`config.mk`:
```
export PLATFORM = sky130hd
export DESIGN_NAME = dmem_mmio
export DESIGN_NICKNAME = d
export VERILOG_FILES = /design/src/rtl/dmem_mmio_pkg.sv /design/src/rtl/dmem_mmio_tx_fifo.sv /design/src/rtl/dmem_mmio.sv
export SDC_FILE = /design/constraint.sdc
export NUM_CORES = 2
export LEC_CHECK = 0
export ABC_AREA = 1
export CORE_UTILIZATION = 36
export DETAILED_ROUTE_END_ITERATION = 7
export HOLD_SLACK_MARGIN = 0.1
export PLACE_DENSITY_LB_ADDON = 0.15
export RECOVER_POWER = 25
export SYNTH_ARGS = -nofsm -noshare
export SYNTH_HDL_FRONTEND = slang
export SYNTH_HIERARCHICAL = 1
export SYNTH_SLANG_ARGS = --single-unit
```
`constraint.sdc`:
```
create_clock -name clk -period 6.2 [get_ports clk]
set_clock_uncertainty 0.1 [all_clocks]
set_input_delay 1.55 -clock clk [delete_from_list [all_inputs] [get_ports clk]]
set_output_delay 1.55 -clock clk [all_outputs]
set_load 0.01 [all_outputs]
```
`src/rtl/dmem_mmio_pkg.sv`:
```
// Shared address map, register bit positions and address decode for the data memory / MMIO block.
// Addresses outside the RAM window and the three device registers decode to REGION_NONE.
package dmem_mmio_pkg;

   localparam logic [31:0] ADDR_TXDATA = 32'hFFFF_0000;
   localparam logic [31:0] ADDR_STATUS = 32'hFFFF_0004;
   localparam logic [31:0] ADDR_CTRL   = 32'hFFFF_0008;

   localparam int STATUS_EMPTY_BIT = 4;
   localparam int STATUS_FULL_BIT  = 5;
   localparam int STATUS_OVF_BIT   = 6;

   localparam int CTRL_CLR_OVF_BIT = 0;
   localparam int CTRL_FLUSH_BIT   = 1;

   typedef enum logic [2:0] {
      REGION_RAM,
      REGION_TXDATA,
      REGION_STATUS,
      REGION_CTRL,
      REGION_NONE
   } region_e;

   function automatic region_e decodeRegion(input logic [31:0] addr, input logic [31:0] ramBytes);
      region_e r;
      r = REGION_NONE;
      if (addr < ramBytes)          r = REGION_RAM;
      else if (addr == ADDR_TXDATA) r = REGION_TXDATA;
      else if (addr == ADDR_STATUS) r = REGION_STATUS;
      else if (addr == ADDR_CTRL)   r = REGION_CTRL;
      return r;
   endfunction

endpackage

```
`src/rtl/dmem_mmio_tx_fifo.sv`:
```
// Byte FIFO feeding the transmit port: circular buffer with read/write pointers and an occupancy count.
// A push while full is refused even if a pop happens in the same cycle; flush and reset override everything.
module tx_fifo #(
   parameter  int WIDTH = 8,
   parameter  int DEPTH = 8,
   localparam int PTR_W = $clog2(DEPTH),
   localparam int CNT_W = PTR_W + 1
) (
   input  logic             clk,
   input  logic             reset,
   input  logic             push_i,
   input  logic             pop_i,
   input  logic             flush_i,
   input  logic [WIDTH-1:0] data_i,
   output logic [WIDTH-1:0] head_o,
   output logic [CNT_W-1:0] count_o,
   output logic             full_o,
   output logic             empty_o
);

   logic [WIDTH-1:0] mem_q [DEPTH];
   logic [PTR_W-1:0] rdPtr_q, rdPtr_d;
   logic [PTR_W-1:0] wrPtr_q, wrPtr_d;
   logic [CNT_W-1:0] count_q, count_d;
   logic             pushOk;
   logic             popOk;

   assign full_o  = (count_q == CNT_W'(DEPTH));
   assign empty_o = (count_q == '0);
   assign count_o = count_q;
   assign head_o  = mem_q[rdPtr_q];
   assign pushOk  = push_i && !full_o;
   assign popOk   = pop_i && !empty_o;

   // Pointers wrap naturally because DEPTH is a power of two.
   always_comb begin
      rdPtr_d = rdPtr_q;
      wrPtr_d = wrPtr_q;
      count_d = count_q;
      if (flush_i) begin
         rdPtr_d = '0;
         wrPtr_d = '0;
         count_d = '0;
      end else begin
         if (pushOk) wrPtr_d = wrPtr_q + PTR_W'(1);
         if (popOk)  rdPtr_d = rdPtr_q + PTR_W'(1);
         if (pushOk && !popOk)      count_d = count_q + CNT_W'(1);
         else if (popOk && !pushOk) count_d = count_q - CNT_W'(1);
      end
   end

   always_ff @(posedge clk) begin
      if (reset) begin
         rdPtr_q <= '0;
         wrPtr_q <= '0;
         count_q <= '0;
      end else begin
         rdPtr_q <= rdPtr_d;
         wrPtr_q <= wrPtr_d;
         count_q <= count_d;
      end
   end

   always_ff @(posedge clk) begin
      if (!reset && pushOk) mem_q[wrPtr_q] <= data_i;
   end

endmodule

```
`src/rtl/dmem_mmio.sv`:
```
// Data memory with memory-mapped transmit FIFO: word RAM, TXDATA/STATUS/CTRL registers, sticky overflow flag.
// Reads are purely combinational and side-effect free; all state changes happen on stores.
module dmem_mmio
   import dmem_mmio_pkg::*;
#(
   parameter int DATA_WIDTH = 32,
   parameter int MEM_WORDS  = 64,
   parameter int FIFO_DEPTH = 8
) (
   input  logic                    clk,
   input  logic                    reset,
   input  logic                    MemWriteM,
   input  logic [2*DATA_WIDTH-1:0] ALUOutM,
   input  logic [31:0]             WriteDataM,
   output logic [31:0]             ReadDataM,
   output logic                    tx_valid,
   output logic [7:0]              tx_data,
   input  logic                    tx_ready,
   output logic                    tx_overflow
);

   localparam int          IDX_W     = $clog2(MEM_WORDS);
   localparam int          CNT_W     = $clog2(FIFO_DEPTH) + 1;
   localparam logic [31:0] RAM_BYTES = 32'(4 * MEM_WORDS);

   logic [31:0]      addr;
   region_e          region;
   logic [IDX_W-1:0] ramIdx;
   logic [31:0]      ram_q [MEM_WORDS];
   logic             ctrlWr;
   logic             pushReq;
   logic             flushReq;
   logic [CNT_W-1:0] fifoCount;
   logic             fifoFull;
   logic             fifoEmpty;
   logic             overflow_q, overflow_d;
   logic [31:0]      status;

   assign addr   = ALUOutM[31:0];
   assign region = decodeRegion(addr, RAM_BYTES);
   assign ramIdx = addr[IDX_W+1:2];

   if (2 * DATA_WIDTH > 32) begin : gAddrHi
      logic unusedAddrHi;
      assign unusedAddrHi = |ALUOutM[2*DATA_WIDTH-1:32];
   end

   always_ff @(posedge clk) begin
      if (!reset && MemWriteM && (region == REGION_RAM)) ram_q[ramIdx] <= WriteDataM;
   end

   assign ctrlWr   = MemWriteM && (region == REGION_CTRL);
   assign pushReq  = MemWriteM && (region == REGION_TXDATA);
   assign flushReq = ctrlWr && WriteDataM[CTRL_FLUSH_BIT];

   tx_fifo #(
      .WIDTH(8),
      .DEPTH(FIFO_DEPTH)
   ) u_txFifo (
      .clk    (clk),
      .reset  (reset),
      .push_i (pushReq),
      .pop_i  (tx_ready),
      .flush_i(flushReq),
      .data_i (WriteDataM[7:0]),
      .head_o (tx_data),
      .count_o(fifoCount),
      .full_o (fifoFull),
      .empty_o(fifoEmpty)
   );

   assign tx_valid    = !fifoEmpty;
   assign tx_overflow = overflow_q;

   // Fullness is judged before any same-cycle pop, so a push against a full FIFO is always lost.
   always_comb begin
      overflow_d = overflow_q;
      if (ctrlWr && WriteDataM[CTRL_CLR_OVF_BIT]) overflow_d = 1'b0;
      else if (pushReq && fifoFull)               overflow_d = 1'b1;
   end

   always_ff @(posedge clk) begin
      if (reset) overflow_q <= 1'b0;
      else       overflow_q <= overflow_d;
   end

   always_comb begin
      status                   = '0;
      status[3:0]              = 4'(fifoCount);
      status[STATUS_EMPTY_BIT] = fifoEmpty;
      status[STATUS_FULL_BIT]  = fifoFull;
      status[STATUS_OVF_BIT]   = overflow_q;
   end

   always_comb begin
      ReadDataM = '0;
      case (region)
         REGION_RAM:    ReadDataM = ram_q[ramIdx];
         REGION_STATUS: ReadDataM = status;
         default:       ReadDataM = '0;
      endcase
   end

endmodule

```
==> flow_summary.ini <==
[clock_tree]
cts_buffers = 221
postCtsSetupRepairBufs = 0
clock_path_buffers = 3
clock-root-buffer = clkbuf_16
h-tree-depth = 4
insertion_delay_ps = 860
cts_tree = built
cts.sinks = 2126
path_clk_slew_ps = 60

[sta]
relSlewSlack_pct = -157
rsz0062_at_grt = no
slew_viol_final = 1582
hold_violations = 0
max_freq_ghz = 0.164
setup_violations = 0
worst_pin_slew_ps = 3860
period_minus_slack_ps = 6110
finalCritPeriodShare_pct = 98.6

[yosys]
syn_nets = 6777
yosys_warnings = 6
synth-seq-area-share_pct = 75.3
synth_cell_types = 41
ys_async_sr_fraction_pct = 0
synth-seq-cells = 2126
syn_area_sq_um = 84600
synth_cells = 6671
synth_edf_count = 2112
ys.flop_type = edfxtp_1
postSynthAreaPerCell_sq_um = 12.7

[die]
die_h_microns = 487
core_area_sq_um = 233000
num_io_pins = 142
rows = 177
die_x_microns = 487
die-area_sq_um = 237000
start_util_pct = 36.3

[setup_path]
reg2reg_to = u_txFifo/count_o[3]$_SDFFE_PP0P_
critPathLaunchType = primary input
r2r-start = u_txFifo/count_o[1]$_SDFFE_PP0P_
cp.arrival_ps = 4460
cp_slowest_stage_delay_ps = 760
end_kind = primary output
regToRegSetupSlack_ps = 3920
cp.required_ps = 4550
slowest_stage = clkdlybuf4s50_1
path_class = primary input to primary output
cp_cell_sequence = clkdlybuf4s50_1 > nor2_4 > nand2_2 > inv_2 > buf_4 > nand2_1 > nand2_1 > nand2_1 > nand2_1 > nor2_1 > nand2_1 > nor2_1 > clkdlybuf4s50_1
cp_max_fo = 8
worst_path_most_repeated_cell = nand2_1
reg2regPathDepth = 12

[placement]
place_hpwl_mm = 154
gp_congestion = 0.784
portBuffers = 109
dpl_cell_area_sq_um = 92300

[global_route]
track_usage_pct = 22.7
grt_pass1_vias = 51900
antenna_found_initial = 4
overflow = 0
grt_max_degree = 82
grt_pass1_wl_mm = 387

[run]
drv_cap = 24

[route]
avgRoutedWirePerCell_microns = 26.3
drt_first_pass_iters = 6
vias_per_cell = 5.26
route.detailed.drc = 0
vias = 54200
routed_wl_mm = 271
first_iter_violations = 5339
antenna_left = 0

[hold_path]
hp-start = tx_overflow$_SDFFE_PP0P_
hold_depth = 2
hold_class = flip-flop to flip-flop
holdPathEnd = tx_overflow$_SDFFE_PP0P_

[power_and_ir_drop]
total_power_mw = 30.5
pwr_density_cell_nw_per_um2 = 309
ir_drop_uv = 238
leakage_nw = 33.5

[finish]
design_area_sq_um = 98900
finalNetCount = 7084
multi_input_area_sq_um = 18900
register_area_sq_um = 63700
area_growth_pct = 16.9
fillers = 21500
layout-drive-gt1-share_pct = 12.5

[run_status]
status = finished with violations
failed_checks = capacitance limit, slew limit
report_power, final:
group	internal [mW]	total [mW]	switching (mW)
logic	0.676	2.18	1.51
registers	15.9	15.9	0.0629
clock network	6.84	12.4	5.61
total	23.4	30.5	7.18
final cells by class:
type / count / area share [%]
Clock inverter: 129 / 0.936
Clock buffer: 279 / 5.81
Multi-Input combinational cell: 4001 / 19.1
Tap cell: 3132 / 3.96
Antenna cell: 7 / 0.0177
Inverter: 158 / 0.630
Sequential cell: 2126 / 64.4
Timing Repair Buffer: 470 / 5.11
worst max path at each step:
stage | start | to | slack (ps) | depth (start not counted)
final | ALUOutM[7] | ReadDataM[23] | 90 | 13
after global routing | ALUOutM[2] | ReadDataM[17] | 1 | 13
after CTS | ALUOutM[7] | ReadDataM[19] | 50 | 13
after detailed placement | ALUOutM[2] | ReadDataM[28] | -70 | 14
after global placement | ALUOutM[2] | ReadDataM[28] | -80 | 14
after floorplan | ALUOutM[4] | ReadDataM[7] | 1710 | 10
per-stage QoR:
stage | setup slack [ps] | std cells | TNS (ps) | utilization [%] | hold WS [ps]
6_report | 88.8 | 10300 | 0 | 42.4 | 368
5_1_grt | 1.09 | 10300 | 0 | 42.4 | 402
3_3_place_gp | -80.5 | 9887 | -141 | 39.6 | 366
4_1_cts | 54.6 | 10300 | 0 | 42.5 | 377
2_1_floorplan | 1710 | 6671 | 0 | - | 365
3_5_place_dp | -65.9 | 9887 | -88.9 | 39.6 | 367
cells in the final DEF (no fill, tap or decap), types with 77 or more instances in the layout:
master,n
clkbuf_1,86
nand2_1,1239
buf_12,120
nand3_1,798
clkbuf_16,221
buf_4,218
edfxtp_1,2112
inv_1,149
nor2_1,1024
or2_2,152
clkinv_1,78
o22ai_1,77
o21ai_0,232
o2111ai_1,140
cells in the mapped netlist (63+ instances only):
master,count,area (sq um)
edfxtp_1,2112,63400
nand2_1,1241,4660
nor2_1,1099,4130
nand3_1,798,3990
o21ai_0,232,1160
buf_2,179,896
or2_2,152,951
inv_1,151,567
o2111ai_1,140,1230
clkbuf_1,116,435
o22ai_1,77,482
o211ai_1,63,473
metal layers:
metal	vias to the layer above	routed length (microns)	GRT usage, %
li1	24500	-	-
met1	27700	123000	32.6
met2	1684	127000	36.4
met3	301	15300	2.96
met4	2	5710	5.06
met5	-	8	0
cell families (layout without fill, tap and decap cells):
group / count (synthesis) / count (layout) / share of synthesized area, %
AND/OR/NAND/NOR: 3400 / 3400 / 17.1
flip-flops: 2126 / 2126 / 75.3
AO/OA/AOI/OAI: 592 / 592 / 4.48
buffers and inverters: 544 / 1036 / 2.98
adder cells (fa/ha/maj): 6 / 6 / 0.0976
XOR/XNOR: 3 / 3 / 0.0311
other: 0 / 7 / 0
critical path: cells and delay by family:
family / cells / cell delay [ps]
buffers and inverters: 4 / 1760
and+or+nand+nor: 9 / 1130
registers in the layout, summed over array words and instances, names as in the netlist, named ones only:
register / count
tx_overflow: 1
u_txFifo/mem_q: 64
ram_q: 2048
u_txFifo/count_o: 4
u_txFifo/wrPtr_q: 3
u_txFifo/rdPtr_q: 3
repair_timing:
item	in CTS	in global routing
hold buffers	0	0
endpoints found under the setup margin	3	2
resized for setup	3	3
Power figures use the tool's default switching activity.
